===== src/rtl/demux_four_stream_pkg.sv =====
// demux_pkg: definitions shared by the 1-to-4 stream demultiplexer and the
// 4-to-1 mux32four selector.
//   lane_sel_t : 2-bit lane identifier LANE0..LANE3
//   NUM_LANES  : number of output lanes
package demux_pkg;

  localparam int NUM_LANES = 4;

  typedef enum logic [1:0] {
    LANE0 = 2'd0,
    LANE1 = 2'd1,
    LANE2 = 2'd2,
    LANE3 = 2'd3
  } lane_sel_t;

endpackage


===== src/rtl/demux_four_stream_if.sv =====
// demux_four_stream_if: bundles the input stream, the four output lanes, the
// counter clear and the flattened counters of demux_four_stream.
//   in_valid/in_ready/in_data/in_sel : upstream valid/ready port with lane select
//   out_valid/out_ready/out_data     : four downstream lanes, lane k at [k*N +: N]
//   cnt_clr/count                    : counter clear, lane k count at [k*CNTW +: CNTW]
// modport slave is the demux side, modport master is the environment side.
interface demux_four_stream_if #(
  parameter int N    = 32,
  parameter int CNTW = 16
);
  import demux_pkg::*;

  logic                      in_valid;
  logic                      in_ready;
  logic [N-1:0]              in_data;
  lane_sel_t                 in_sel;
  logic [NUM_LANES-1:0]      out_valid;
  logic [NUM_LANES-1:0]      out_ready;
  logic [NUM_LANES*N-1:0]    out_data;
  logic                      cnt_clr;
  logic [NUM_LANES*CNTW-1:0] count;

  modport slave (
    input  in_valid, in_data, in_sel, out_ready, cnt_clr,
    output in_ready, out_valid, out_data, count
  );

  modport master (
    output in_valid, in_data, in_sel, out_ready, cnt_clr,
    input  in_ready, out_valid, out_data, count
  );

endinterface


===== src/rtl/demux_four_stream_slot.sv =====
// demux_slot: one-entry valid/ready holding register with a wrapping count of
// words delivered downstream.
//   clk, rst  : clock, asynchronous active-high reset
//   load_i    : write data_i into the slot this edge (caller guarantees space)
//   data_i    : word to load
//   ready_i   : downstream consumer accepts
//   clr_i     : synchronous counter clear, wins over an increment
//   valid_o   : slot holds a word
//   data_o    : held word (keeps its last value after draining)
//   count_o   : delivered-word count, wraps at 2^CNTW
module demux_slot #(
  parameter int N    = 32,
  parameter int CNTW = 16
) (
  input  logic            clk,
  input  logic            rst,
  input  logic            load_i,
  input  logic [N-1:0]    data_i,
  input  logic            ready_i,
  input  logic            clr_i,
  output logic            valid_o,
  output logic [N-1:0]    data_o,
  output logic [CNTW-1:0] count_o
);

  localparam logic [CNTW-1:0] CNT_ONE = CNTW'(1);

  logic            valid_q, valid_d;
  logic [N-1:0]    data_q, data_d;
  logic [CNTW-1:0] count_q, count_d;
  logic            fire;

  assign fire = valid_q && ready_i;

  always_comb begin
    valid_d = valid_q;
    data_d  = data_q;
    count_d = count_q;
    // A load on the same edge as a drain keeps the slot full with new data.
    if (fire)   valid_d = 1'b0;
    if (load_i) begin
      valid_d = 1'b1;
      data_d  = data_i;
    end
    if (fire)  count_d = count_q + CNT_ONE;
    if (clr_i) count_d = '0;
  end

  always_ff @(posedge clk or posedge rst) begin
    if (rst) begin
      valid_q <= 1'b0;
      data_q  <= '0;
      count_q <= '0;
    end else begin
      valid_q <= valid_d;
      data_q  <= data_d;
      count_q <= count_d;
    end
  end

  assign valid_o = valid_q;
  assign data_o  = data_q;
  assign count_o = count_q;

endmodule


===== src/rtl/demux_four_stream.sv =====
// demux_four_stream: 1-to-4 valid/ready stream demultiplexer. Each accepted
// word is steered by in_sel into that lane's one-entry slot and held until the
// lane consumer takes it. Each lane counts its delivered words.
//   clk  : clock, all state on the rising edge
//   rst  : asynchronous active-high reset; in_ready is forced low while high
//   bus  : demux_four_stream_if.slave carrying the input port, the four
//          output lanes, cnt_clr and the flattened counters
module demux_four_stream
  import demux_pkg::*;
#(
  parameter int N    = 32,
  parameter int CNTW = 16
) (
  input  logic                  clk,
  input  logic                  rst,
  demux_four_stream_if.slave    bus
);

  logic [NUM_LANES-1:0] lane_space;
  logic [NUM_LANES-1:0] lane_load;
  logic [NUM_LANES-1:0] lane_valid;
  logic [N-1:0]         lane_data  [NUM_LANES];
  logic [CNTW-1:0]      lane_count [NUM_LANES];
  logic                 accept;

  // Only the selected lane can block the input; in_valid plays no part.
  assign bus.in_ready = !rst && lane_space[bus.in_sel];
  assign accept       = bus.in_valid && bus.in_ready;

  for (genvar k = 0; k < NUM_LANES; k++) begin : g_lane
    assign lane_space[k] = !lane_valid[k] || bus.out_ready[k];
    assign lane_load[k]  = accept && (bus.in_sel == lane_sel_t'(k));

    demux_slot #(
      .N    (N),
      .CNTW (CNTW)
    ) u_slot (
      .clk     (clk),
      .rst     (rst),
      .load_i  (lane_load[k]),
      .data_i  (bus.in_data),
      .ready_i (bus.out_ready[k]),
      .clr_i   (bus.cnt_clr),
      .valid_o (lane_valid[k]),
      .data_o  (lane_data[k]),
      .count_o (lane_count[k])
    );

    assign bus.out_data[k*N +: N]       = lane_data[k];
    assign bus.count[k*CNTW +: CNTW]    = lane_count[k];
  end

  assign bus.out_valid = lane_valid;

endmodule


===== src/flat_wrapper.sv =====
// flat-port wrapper written by rule: the top's interface ports become plain ports
module demux_four_stream_flat import demux_pkg::*;
#(
  parameter int N    = 32,
  parameter int CNTW = 16
)
  (clk, rst, bus_in_valid, bus_in_data, bus_in_sel, bus_out_ready, bus_cnt_clr, bus_in_ready, bus_out_valid, bus_out_data, bus_count);
  demux_four_stream_if #(.N(N), .CNTW(CNTW)) bus_i ();
  input  logic clk;
  input  logic rst;
  input wire logic [$bits(bus_i.in_valid)-1:0] bus_in_valid;
  input wire logic [$bits(bus_i.in_data)-1:0] bus_in_data;
  input wire logic [$bits(bus_i.in_sel)-1:0] bus_in_sel;
  input wire logic [$bits(bus_i.out_ready)-1:0] bus_out_ready;
  input wire logic [$bits(bus_i.cnt_clr)-1:0] bus_cnt_clr;
  output wire logic [$bits(bus_i.in_ready)-1:0] bus_in_ready;
  output wire logic [$bits(bus_i.out_valid)-1:0] bus_out_valid;
  output wire logic [$bits(bus_i.out_data)-1:0] bus_out_data;
  output wire logic [$bits(bus_i.count)-1:0] bus_count;
  assign bus_i.in_valid = bus_in_valid;
  assign bus_i.in_data = bus_in_data;
  assign bus_i.in_sel = bus_in_sel;
  assign bus_i.out_ready = bus_out_ready;
  assign bus_i.cnt_clr = bus_cnt_clr;
  assign bus_in_ready = bus_i.in_ready;
  assign bus_out_valid = bus_i.out_valid;
  assign bus_out_data = bus_i.out_data;
  assign bus_count = bus_i.count;
  demux_four_stream #(.N(N), .CNTW(CNTW)) u_core (.clk(clk), .rst(rst), .bus(bus_i));
endmodule

===== config.mk =====
export PLATFORM = sky130hd
export DESIGN_NAME = demux_four_stream_flat
export DESIGN_NICKNAME = d
export VERILOG_FILES = /design/src/rtl/demux_four_stream_pkg.sv /design/src/rtl/demux_four_stream_if.sv /design/src/rtl/demux_four_stream_slot.sv /design/src/rtl/demux_four_stream.sv /design/src/flat_wrapper.sv
export SDC_FILE = /design/constraint.sdc
export NUM_CORES = 1
export LEC_CHECK = 0
export ABC_CLOCK_PERIOD_IN_PS = 6000
export BUFFER_PORTS_ARGS = -buffer_cell sky130_fd_sc_hd__buf_2
export CORE_MARGIN = 5
export CORE_UTILIZATION = 56
export CTS_BUF_LIST = sky130_fd_sc_hd__clkbuf_16
export DETAILED_ROUTE_END_ITERATION = 16
export PLACE_DENSITY = 0.85
export SYNTH_ARGS = -nofsm -noshare
export SYNTH_HDL_FRONTEND = slang
export SYNTH_HIERARCHICAL = 1
export SYNTH_SLANG_ARGS = --single-unit
export TNS_END_PERCENT = 30

===== constraint.sdc =====
create_clock -name clk -period 6 [get_ports clk]
set_clock_uncertainty 0.15 [all_clocks]
set_input_delay 1.2 -clock clk [delete_from_list [all_inputs] [get_ports clk]]
set_output_delay 1.2 -clock clk [all_outputs]
set_load 0.05 [all_outputs]

==> out/metrics.yaml, run 1 <==
cts:
  htree_num_levels: 4
  clk_pin_slew_ns: 0.07
  clk_latency_ns: 0.42
  cts_buffer_depth: 2
  numCtsBuffers: 17
  cts_resized: 0
  post-cts-setup-buffer-count: 0
  hold_buffers: 0
  cts-root-buf: "clkbuf_16"
  cts.sinks: 196
  cts_tree: "done"
route:
  top_layer_used: "met4"
  wl_met2_microns: 10900
  drt-pass1-iter-count: 5
  vias: 5898
  drt_iter0_markers: 361
  postRouteWirelength_microns: 20900
  wl_met1_microns: 8170
  routedWlPerCell_microns: 19.5
  met3WireLength_microns: 1450
  drc_errors: 0
  viasPerCell: 5.51
  ant_nets: 0
critical_path:
  crit_type: "input pin to primary output"
  ff2ff_setup_slack_ns: 3.56
  critical_path.max_fanout: 7
  reg2reg_depth: 3
  worstReg2RegEnd: "u_core/g_lane[2].u_slot/data_o[29]$_DFFE_PP0P_"
  critPathLaunchType: "input pin"
  endpoint_kind: "primary output"
  rr_startpoint: "u_core/g_lane[2].u_slot/valid_o$_DFFE_PP0P_"
  worstPathArrival_ns: 2.17
  worstPathRequired_ns: 4.65
sta:
  slew_headroom_pct: 26.2
  timing.fmax_ghz: 0.284
  fin_crit_ns: 3.52
  setup-tns-final_ns: 0
  rsz0062_at_grt: "no"
  worst_slew_pin_slew_ns: 1.10
  slew_violations: 0
  setup_viol: 0
  finalCritPeriodShare_pct: 58.6
  final_hold_viol_count: 0
min_path:
  hp-class: "flop to flop"
  whs_path_depth: 1
  worstHoldEndpoint: "u_core/g_lane[0].u_slot/data_o[3]$_DFFE_PP0P_"
  hold_start: "u_core/g_lane[0].u_slot/data_o[3]$_DFFE_PP0P_"
floorplanning:
  rows: 44
  die_x_microns: 132
  coreArea_sq_um: 14600
  pin_count: 239
  initial_utilization_pct: 57.3
  die_h_microns: 132
  dieArea_sq_um: 17500
final_layout:
  register_area_sq_um: 4900
  antennaDiodeCount: 0
  fin_nets: 921
  final_common_cell: "buf_2"
  layout_common_cells: "buf_2 (238), dfrtp_1 (196), mux2_2 (128), nor2_1 (52), xnor2_1 (28)"
  multi_input_area_sq_um: 3270
  fill_cells: 1016
  syn_to_final_growth_pct: 23.6
  drive_gt1_share_pct: 50.4
yosys:
  synth_seq_cells: 196
  synthXorXnorAreaFrac_pct: 4.61
  synthMuxAreaShare_pct: 17.8
  syn_area_sq_um: 8350
  syn_nets: 682
  synthCells: 636
  ys_seq_area_share_pct: 58.7
  synth_warnings: 6
  synth_top_area_cell: "dfrtp_1"
  yosys.area_share.adder_pct: 0.599
  synth_compound_area_share_pct: 2.64
  synth_top_family_by_area: "multiplexers"
  synth-simple-area-share_pct: 13.3
  netlist_top_cells_area: "dfrtp_1 (59%), mux2_2 (17%), xnor2_1 (2.9%), nor2_1 (2.4%), nand4_4 (1.8%)"
  synth_top_area_share_pct: 58.7
  avgSynthCellArea_sq_um: 13.1
  synth.distinct_cells: 41
power:
  power.leakage_nw: 5.00
  p_per_area_nw_per_um2: 390
  finalPower_mw: 4.03
  irDropWorstVdd_mv: 0.335
place:
  place_hpwl_microns: 14500
  io_buffers: 238
  gp_congestion: 0.805
global_route:
  grt_pass1_wl_microns: 34000
  antenna_found_initial: 0
  grt_max_degree: 50
  grtUsageTotal_pct: 24.3
  overflow: 0
  grt_pass1_vias: 6237
flow_run:
  max_cap_violations: 0
outcome:
  outcome: "finished clean"
## power by group
group	internal, mW	switching (mW)
registers	1.52	0.112
logic	0.301	0.949
clock network	0.627	0.519
## flip-flops by register name, summed over array words and instances, names as in the netlist
| signal | count |
|---|---|
| u_core/g_lane.u_slot/data_o | 128 |
| u_core/g_lane.u_slot/count_o | 64 |
| u_core/g_lane.u_slot/valid_o | 4 |
## through the flow
step	utilization (%)	std cells	worst slack (ns)	hold slack, ns	area (sq um)
global placement	66.7	1040	2.48	0.334	9730
CTS	70.8	1071	2.48	0.356	10300
finish	70.8	1071	2.48	0.352	10300
detailed placement	66.7	1040	2.48	0.341	9730
floorplan	-	636	2.77	0.623	8350
global route	70.8	1071	2.44	0.368	10300
## worst max path at each step
stage / startpoint / to / slack [ns] / depth (start not counted)
after CTS: bus_out_ready[3] / bus_in_ready / 2.48 / 5
final: bus_out_ready[3] / bus_in_ready / 2.48 / 5
after detailed placement: bus_out_ready[3] / bus_in_ready / 2.48 / 5
after global routing: bus_out_ready[3] / bus_in_ready / 2.44 / 5
after floorplan: bus_out_ready[3] / bus_in_ready / 2.77 / 3
after global placement: bus_out_ready[3] / bus_in_ready / 2.48 / 5
## cell usage after synthesis
master / count
a21o_1: 4
a21o_2: 3
a21oi_1: 17
a31oi_1: 1
and2_1: 1
and3_1: 3
and3b_1: 1
and4_1: 3
and4_4: 1
and4bb_2: 1
buf_1: 3
buf_2: 9
clkbuf_1: 11
dfrtp_1: 196
ha_1: 4
inv_1: 26
mux2_2: 128
mux2_4: 3
nand2_1: 16
nand2_4: 3
nand3_1: 22
nand3_2: 6
nand4_1: 10
nand4_4: 7
nor2_1: 53
nor2_2: 1
nor2b_1: 7
nor3_1: 13
nor3_4: 3
nor3b_1: 1
nor4_1: 6
nor4_2: 6
o211a_1: 1
o21ai_0: 10
o21ai_1: 1
o31ai_1: 1
or3_1: 5
or3_2: 4
or4_1: 1
xnor2_1: 28
xor2_1: 16
## cells by family after synthesis
logic type / after synthesis
multiplexers: 131
buffers and inverters: 49
XOR/XNOR: 44
adder cells (fa/ha/maj): 4
AND/OR/NAND/NOR: 174
AO/OA/AOI/OAI: 38
flip-flops: 196
## layer usage
layer / track usage (%) / vias up
li1: - / 2696
met4: 7.60 / 0
met2: 41.7 / 190
met5: 0 / -
met1: 29.5 / 2985
met3: 7.60 / 27
## critical path: stages
cell and delay [ns]:
buf_2 0.19, and3b_1 0.20, o21ai_1 0.13, o211a_1 0.18
buf_2 0.27
## cell type report
type                    instances  area share (%)
repair buffers                243            11.9
multi-input cells             391            31.6
clock inverters                14            1.68
well taps                     184            2.23
flip-flops and latches        196            47.5
inverters                      26           0.945
clock buffers                  17            4.12
Note: power is estimated with default switching activity, not from simulation.
==> run 2: changes to the inputs <==
- ABC_CLOCK_PERIOD_IN_PS: 6000 -> 3100
- CORE_UTILIZATION: 56 -> 47
- PLACE_DENSITY: 0.85 -> 0.76
- clock period: 6 -> 3.1 ns (I/O delays scaled with it)
==> out/metrics.yaml, run 2 (synthesis results as in run 1) <==
global_route:
  overflow: 0  # unchanged
  grt_pass1_wl_microns: 34400  # was 34,000 microns
  antenna_found_initial: 0  # unchanged
  grt_max_degree: 34  # was 50
  grt_pass1_vias: 6310  # was 6,237
  grtUsageTotal_pct: 21.3  # was 24.3%
power:
  intPower_mw: 4.63  # was 2.45 mW
  p_comb_share_pct: 31.3  # was 31.0%
  finalPower_mw: 7.82  # was 4.03 mW
  pwr-share-seq_pct: 40.2  # was 40.5%
  p_per_area_nw_per_um2: 745  # was 390 nW/um^2
  irDropWorstVdd_mv: 0.584  # was 0.335 mV
  switchingPower_mw: 3.18  # was 1.58 mW
  power.leakage_nw: 5.06  # was 5.00 nW
  power_frac_clock_pct: 28.4  # was 28.5%
  switching_share_pct: 40.7  # was 39.2%
critical_path:
  endpoint_kind: "primary output"  # unchanged
  critPathLaunchType: "flop"  # was input pin
  crit_path_cell_trace: "and3b_1 > o21ai_1 > o211a_1 > buf_2"  # was buf_2 > and3b_1 > o21ai_1 > o211a_1 > buf_2
  worstPathArrival_ns: 1.72  # was 2.17 ns
  worstPathRequired_ns: 2.33  # was 4.65 ns
  worst-path-buf-inv: 1  # was 2
  critical_path.max_fanout: 8  # was 7
  crit_type: "flop to primary output"  # was input pin to primary output
  cp_slowest_cell: "dfrtp_1"  # was buf_2
  cp_slowest_stage_delay_ns: 0.50  # was 0.27 ns
  crit_family: "flip-flops"  # was buffers and inverters
sta:
  timing.fmax_ghz: 0.401
  slew_headroom_pct: 58.1  # was 26.2%
  slew_violations: 0  # unchanged
  fin_ws_ns: 0.607  # was 2.48 ns
  final_hold_viol_count: 0  # unchanged
  fin_crit_ns: 2.49
  rsz0062_at_grt: "no"  # unchanged
  worst_slew_pin_slew_ns: 0.629  # was 1.10 ns
  setup-tns-final_ns: 0  # unchanged
  setup_viol: 0  # unchanged
  finalCritPeriodShare_pct: 80.4
route:
  drc_errors: 0  # unchanged
  viasPerCell: 5.22  # was 5.51
  ant_nets: 0  # unchanged
  routedWlPerCell_microns: 19.1  # was 19.5 microns
  drt_iter0_markers: 198  # was 361
  drt-pass1-iter-count: 4  # was 5
  vias: 5853  # was 5,898
  postRouteWirelength_microns: 21400  # was 20,900 microns
cts:
  cts_tree: "done"  # unchanged
  htree_num_levels: 4  # unchanged
  numCtsBuffers: 17  # unchanged
  cts-root-buf: "clkbuf_16"  # unchanged
  clk_pin_slew_ns: 0.08  # was 0.07 ns
  cts_buffer_depth: 2  # unchanged
  clk_latency_ns: 0.43  # was 0.42 ns
  cts_resized: 0  # unchanged
  hold_buffers: 0  # unchanged
  cts.sinks: 196  # unchanged
  post-cts-setup-buffer-count: 0  # unchanged
floorplanning:
  coreArea_sq_um: 17400  # was 14,600 sq um
  die_h_microns: 143  # was 132 microns
  pin_count: 239  # unchanged
  initial_utilization_pct: 48.1  # was 57.3%
  dieArea_sq_um: 20500  # was 17,500 sq um
  die_x_microns: 143  # was 132 microns
  rows: 48  # was 44
place:
  place_hpwl_microns: 15200  # was 14,500 microns
  dpl.cell_count: 1089  # was 1,040
  placed_area_sq_um: 9890  # was 9730 sq um
  pre_cts_ws_ns: 0.646  # was 2.48 ns
  gp_congestion: 0.791  # was 0.805
  io_buffers: 238  # unchanged
outcome:
  outcome: "finished clean"  # unchanged
final_layout:
  layout_common_cells: "buf_2 (238), dfrtp_1 (196), mux2_2 (128), nor2_1 (52), xnor2_1 (28)"  # unchanged
  fill_cells: 1377  # was 1,016
  final_common_cell: "buf_2"  # unchanged
  antennaDiodeCount: 0  # unchanged
  fin_nets: 929  # was 921
  drive_gt1_share_pct: 50.9  # was 50.4%
  final-instance-count-excl-fill: 1121  # was 1,071
  largest_reg_flops: 128  # unchanged
  final_area_sq_um: 10500  # was 10,300 sq um
  syn_to_final_growth_pct: 25.6  # was 23.6%
min_path:
  hp-class: "input pin to asynchronous set/reset pin"  # was flop to flop
flow_run:
  max_cap_violations: 0  # unchanged
-- run 2: cell count changes in the layout (fill, tap and decap cells not counted) --
cell,change
clkinv_8,+3
inv_12,+2
bufinv_16,-2
inv_6,-1
clkinv_4,-2
buf_4,+4
inv_8,+1
buf_12,+4
-- run 2: stage by stage --
stage,hold slack (ns),utilization (%)
finish,0.0919,60.5
global route,0.109,60.5
floorplan,0.533,-
CTS,0.0960,60.5
detailed placement,0.340,57.0
global placement,0.334,57.0
-- run 2: metal layers --
| metal | GRT usage [%] | vias to the layer above | share of wire (%) | wire length (microns) |
|---|---|---|---|---|
| li1 | - | 2721 | - | - |
| met1 | 26.2 | 2925 | 40 | 8580 |
| met2 | 35.6 | 187 | 49 | 10400 |
| met3 | 9.15 | 20 | 9.7 | 2070 |
| met4 | 4.41 | 0 | 1.3 | 278 |
| met5 | 0 | - | 0 | 0 |
-- run 2: power by group through the flow --
stage	clock network, mW	registers (mW)	logic [mW]
3_5_place_dp	0	3.19	2.46
6_report	2.22	3.15	2.45
3_3_place_gp	0	3.17	2.44
4_1_cts	2.28	3.15	2.47
2_1_floorplan	0	4.56	0.425
5_1_grt	2.40	3.20	2.56
-- run 2: worst paths after layout --
check / start / end / slack (ns) / cells after the start
max: u_core/g_lane[3].u_slot/valid_o$_DFFE_PP0P_ / bus_in_ready / 0.61 / 4
min: rst / u_core/g_lane[0].u_slot/data_o[12]$_DFFE_PP0P_ / 0.09 / 2
max reg2reg: u_core/g_lane[0].u_slot/valid_o$_DFFE_PP0P_ / u_core/g_lane[0].u_slot/data_o[24]$_DFFE_PP0P_ / 1.04 / 4
min reg2reg: u_core/g_lane[3].u_slot/data_o[27]$_DFFE_PP0P_ / u_core/g_lane[3].u_slot/data_o[27]$_DFFE_PP0P_ / 0.35 / 1
max in group asynchronous: rst / u_core/g_lane[3].u_slot/data_o[16]$_DFFE_PP0P_ / 2.04 / 3
min in group clk: bus_in_data[20] / u_core/g_lane[0].u_slot/data_o[20]$_DFFE_PP0P_ / 0.31 / 2
-- run 2: cell type report --
cell class	count	area (sq um)	area share, %
Sequential cell	196	4900	46.7
Multi-Input combinational cell	391	3270	31.1
Timing Repair Buffer	251	1340	12.8
Clock buffer	17	425	4.05
Tap cell	225	282	2.68
Clock inverter	15	180	1.72
Inverter	26	97.6	0.930
==> run 3: changes to the inputs <==
- ABC_CLOCK_PERIOD_IN_PS: 3100 -> 2400
- CORE_UTILIZATION: 47 -> 52
- PLACE_DENSITY: 0.76 -> 0.8
- clock period: 3.1 -> 2.4 ns (I/O delays scaled with it)
==> out/metrics.yaml, run 3 (synthesis results as in run 1) <==
critical_path:
  cp_slowest_stage_delay_ns: 0.50  # about the same
  crit_type: "flop to primary output"  # unchanged
  critical_path.max_fanout: 8  # unchanged
  critPathLaunchType: "flop"  # unchanged
  crit_path_cell_trace: "and3b_1 > o21ai_1 > o211a_1 > buf_4"  # was and3b_1 > o21ai_1 > o211a_1 > buf_2
  cp_slowest_cell: "dfrtp_1"  # unchanged
  worstPathArrival_ns: 1.67  # was 1.72 ns
  crit_family: "flip-flops"  # unchanged
  worstPathRequired_ns: 1.77  # was 2.33 ns
  worst-path-buf-inv: 1  # unchanged
  endpoint_kind: "primary output"  # unchanged
route:
  postRouteWirelength_microns: 20800  # was 21,400 microns
  vias: 5937  # was 5,853
  drt_iter0_markers: 241  # was 198
  routedWlPerCell_microns: 18.6  # was 19.1 microns
  ant_nets: 0  # unchanged
  drc_errors: 0  # unchanged
  viasPerCell: 5.32  # was 5.22
  drt-pass1-iter-count: 4  # unchanged
cts:
  clk_latency_ns: 0.42  # was 0.43 ns
  cts-root-buf: "clkbuf_16"  # unchanged
  post-cts-setup-buffer-count: 0  # unchanged
  cts.sinks: 196  # unchanged
  cts_tree: "done"  # unchanged
  numCtsBuffers: 17  # unchanged
  cts_buffer_depth: 2  # unchanged
  htree_num_levels: 4  # unchanged
  clk_pin_slew_ns: 0.07  # was 0.08 ns
floorplanning:
  initial_utilization_pct: 52.8  # was 48.1%
  dieArea_sq_um: 18700  # was 20,500 sq um
  pin_count: 239  # unchanged
  rows: 46  # was 48
  coreArea_sq_um: 15800  # was 17,400 sq um
  die_x_microns: 137  # was 143 microns
  die_h_microns: 137  # was 143 microns
place:
  place_hpwl_microns: 14900  # was 15,200 microns
  pre_cts_ws_ns: 0.339  # was 0.646 ns
  io_buffers: 238  # unchanged
  gp_congestion: 0.813  # was 0.791
final_layout:
  fill_cells: 1213  # was 1,377
  largest_reg_flops: 128  # unchanged
  antennaDiodeCount: 0  # unchanged
  drive_gt1_share_pct: 51.1  # was 50.9%
  layout_common_cells: "buf_2 (237), dfrtp_1 (195), mux2_2 (128), nor2_1 (52), xnor2_1 (28)"  # was buf_2 (238), dfrtp_1 (196), mux2_2 (128), nor2_1 (52), xnor2_1 (28)
  final_common_cell: "buf_2"  # unchanged
  fin_nets: 934  # was 929
  syn_to_final_growth_pct: 26.3  # was 25.6%
sta:
  setup-tns-final_ns: 0  # unchanged
  final_hold_viol_count: 0  # unchanged
  slew_headroom_pct: 60.9  # was 58.1%
  finalCritPeriodShare_pct: 95.8
  setup_viol: 0  # unchanged
  fin_ws_ns: 0.102  # was 0.607 ns
  timing.fmax_ghz: 0.435
  worst_slew_pin_slew_ns: 0.586  # was 0.629 ns
  rsz0062_at_grt: "no"  # unchanged
  fin_crit_ns: 2.30
  slew_violations: 0  # unchanged
power:
  irDropWorstVdd_mv: 0.740  # was 0.584 mV
  finalPower_mw: 10.0  # was 7.82 mW
  power.leakage_nw: 5.09  # was 5.06 nW
  p_per_area_nw_per_um2: 951  # was 745 nW/um^2
global_route:
  grt_max_degree: 41  # was 34
  antenna_found_initial: 0  # unchanged
  grt_pass1_vias: 6209  # was 6,310
  grt_pass1_wl_microns: 33500  # was 34,400 microns
  grtUsageTotal_pct: 23.0  # was 21.3%
  overflow: 0  # unchanged
min_path:
  hp-class: "input pin to asynchronous set/reset pin"  # unchanged
outcome:
  outcome: "finished clean"  # unchanged
flow_run:
  max_cap_violations: 0  # unchanged
[run 3: per-layer routing]
metal  GRT usage [%]  vias to the layer above  part of all wire [%]
met5               0                        -                     0
met1            29.4                     2987                    41
met3            7.54                       23                   8.8
li1                -                     2716                     -
met2            37.5                      211                    48
met4            7.11                        0                   1.5
[run 3: layout make-up]
cell class / count / area (sq um) / area share [%]
repair buffers: 256 / 1430 / 13.6
clock buffers: 17 / 425 / 4.03
multi-input cells: 391 / 3270 / 31.0
flip-flops and latches: 196 / 4910 / 46.5
inverters: 26 / 97.6 / 0.925
clock inverters: 15 / 151 / 1.44
well taps: 216 / 270 / 2.56
[run 3: power breakdown]
group	internal [mW]	leakage, nW	switching [mW]
Clock	1.55	0.286	1.26
Combinational	0.775	2.33	2.37
Sequential	3.80	2.48	0.275
[run 3: what timing repair did]
item	in CTS	in global routing
resized for setup	1	1
endpoints found under the setup margin	1	1
pin swaps	0	0
hold buffers	1	0
hold endpoints to repair	20	0
[run 3: worst reg2reg max path, cell delays in order, from the launching register on]
cell      delay [ns]
dfrtp_2         0.47
nor2b_1         0.18
and4bb_2        0.35
buf_4           0.29
mux2_2          0.38
[run 3: worst paths after layout]
| kind | from | to | slack, ns | cells after the start |
|---|---|---|---|---|
| worst max-delay path | u_core/g_lane[3].u_slot/valid_o$_DFFE_PP0P_ | bus_in_ready | 0.10 | 4 |
| worst min-delay path | rst | u_core/g_lane[2].u_slot/data_o[12]$_DFFE_PP0P_ | 0.006 | 2 |
| worst max register to register | u_core/g_lane[2].u_slot/valid_o$_DFFE_PP0P_ | u_core/g_lane[2].u_slot/data_o[30]$_DFFE_PP0P_ | 0.47 | 4 |
| worst min register to register | u_core/g_lane[2].u_slot/data_o[7]$_DFFE_PP0P_ | u_core/g_lane[2].u_slot/data_o[7]$_DFFE_PP0P_ | 0.35 | 1 |
| max in group asynchronous | rst | u_core/g_lane[3].u_slot/data_o[1]$_DFFE_PP0P_ | 1.02 | 4 |
| min in group clk | bus_in_data[16] | u_core/g_lane[1].u_slot/data_o[16]$_DFFE_PP0P_ | 0.18 | 2 |
[run 3: per-stage QoR]
step	hold WS, ns	instances	cell area (sq um)	utilization [%]
6_report	0.00615	1117	10500	66.6
3_5_place_dp	0.341	1084	9960	62.9
4_1_cts	0.00857	1117	10500	66.6
5_1_grt	0.0304	1117	10500	66.6
2_1_floorplan	0.393	636	8350	-
3_3_place_gp	0.333	1084	9960	62.9
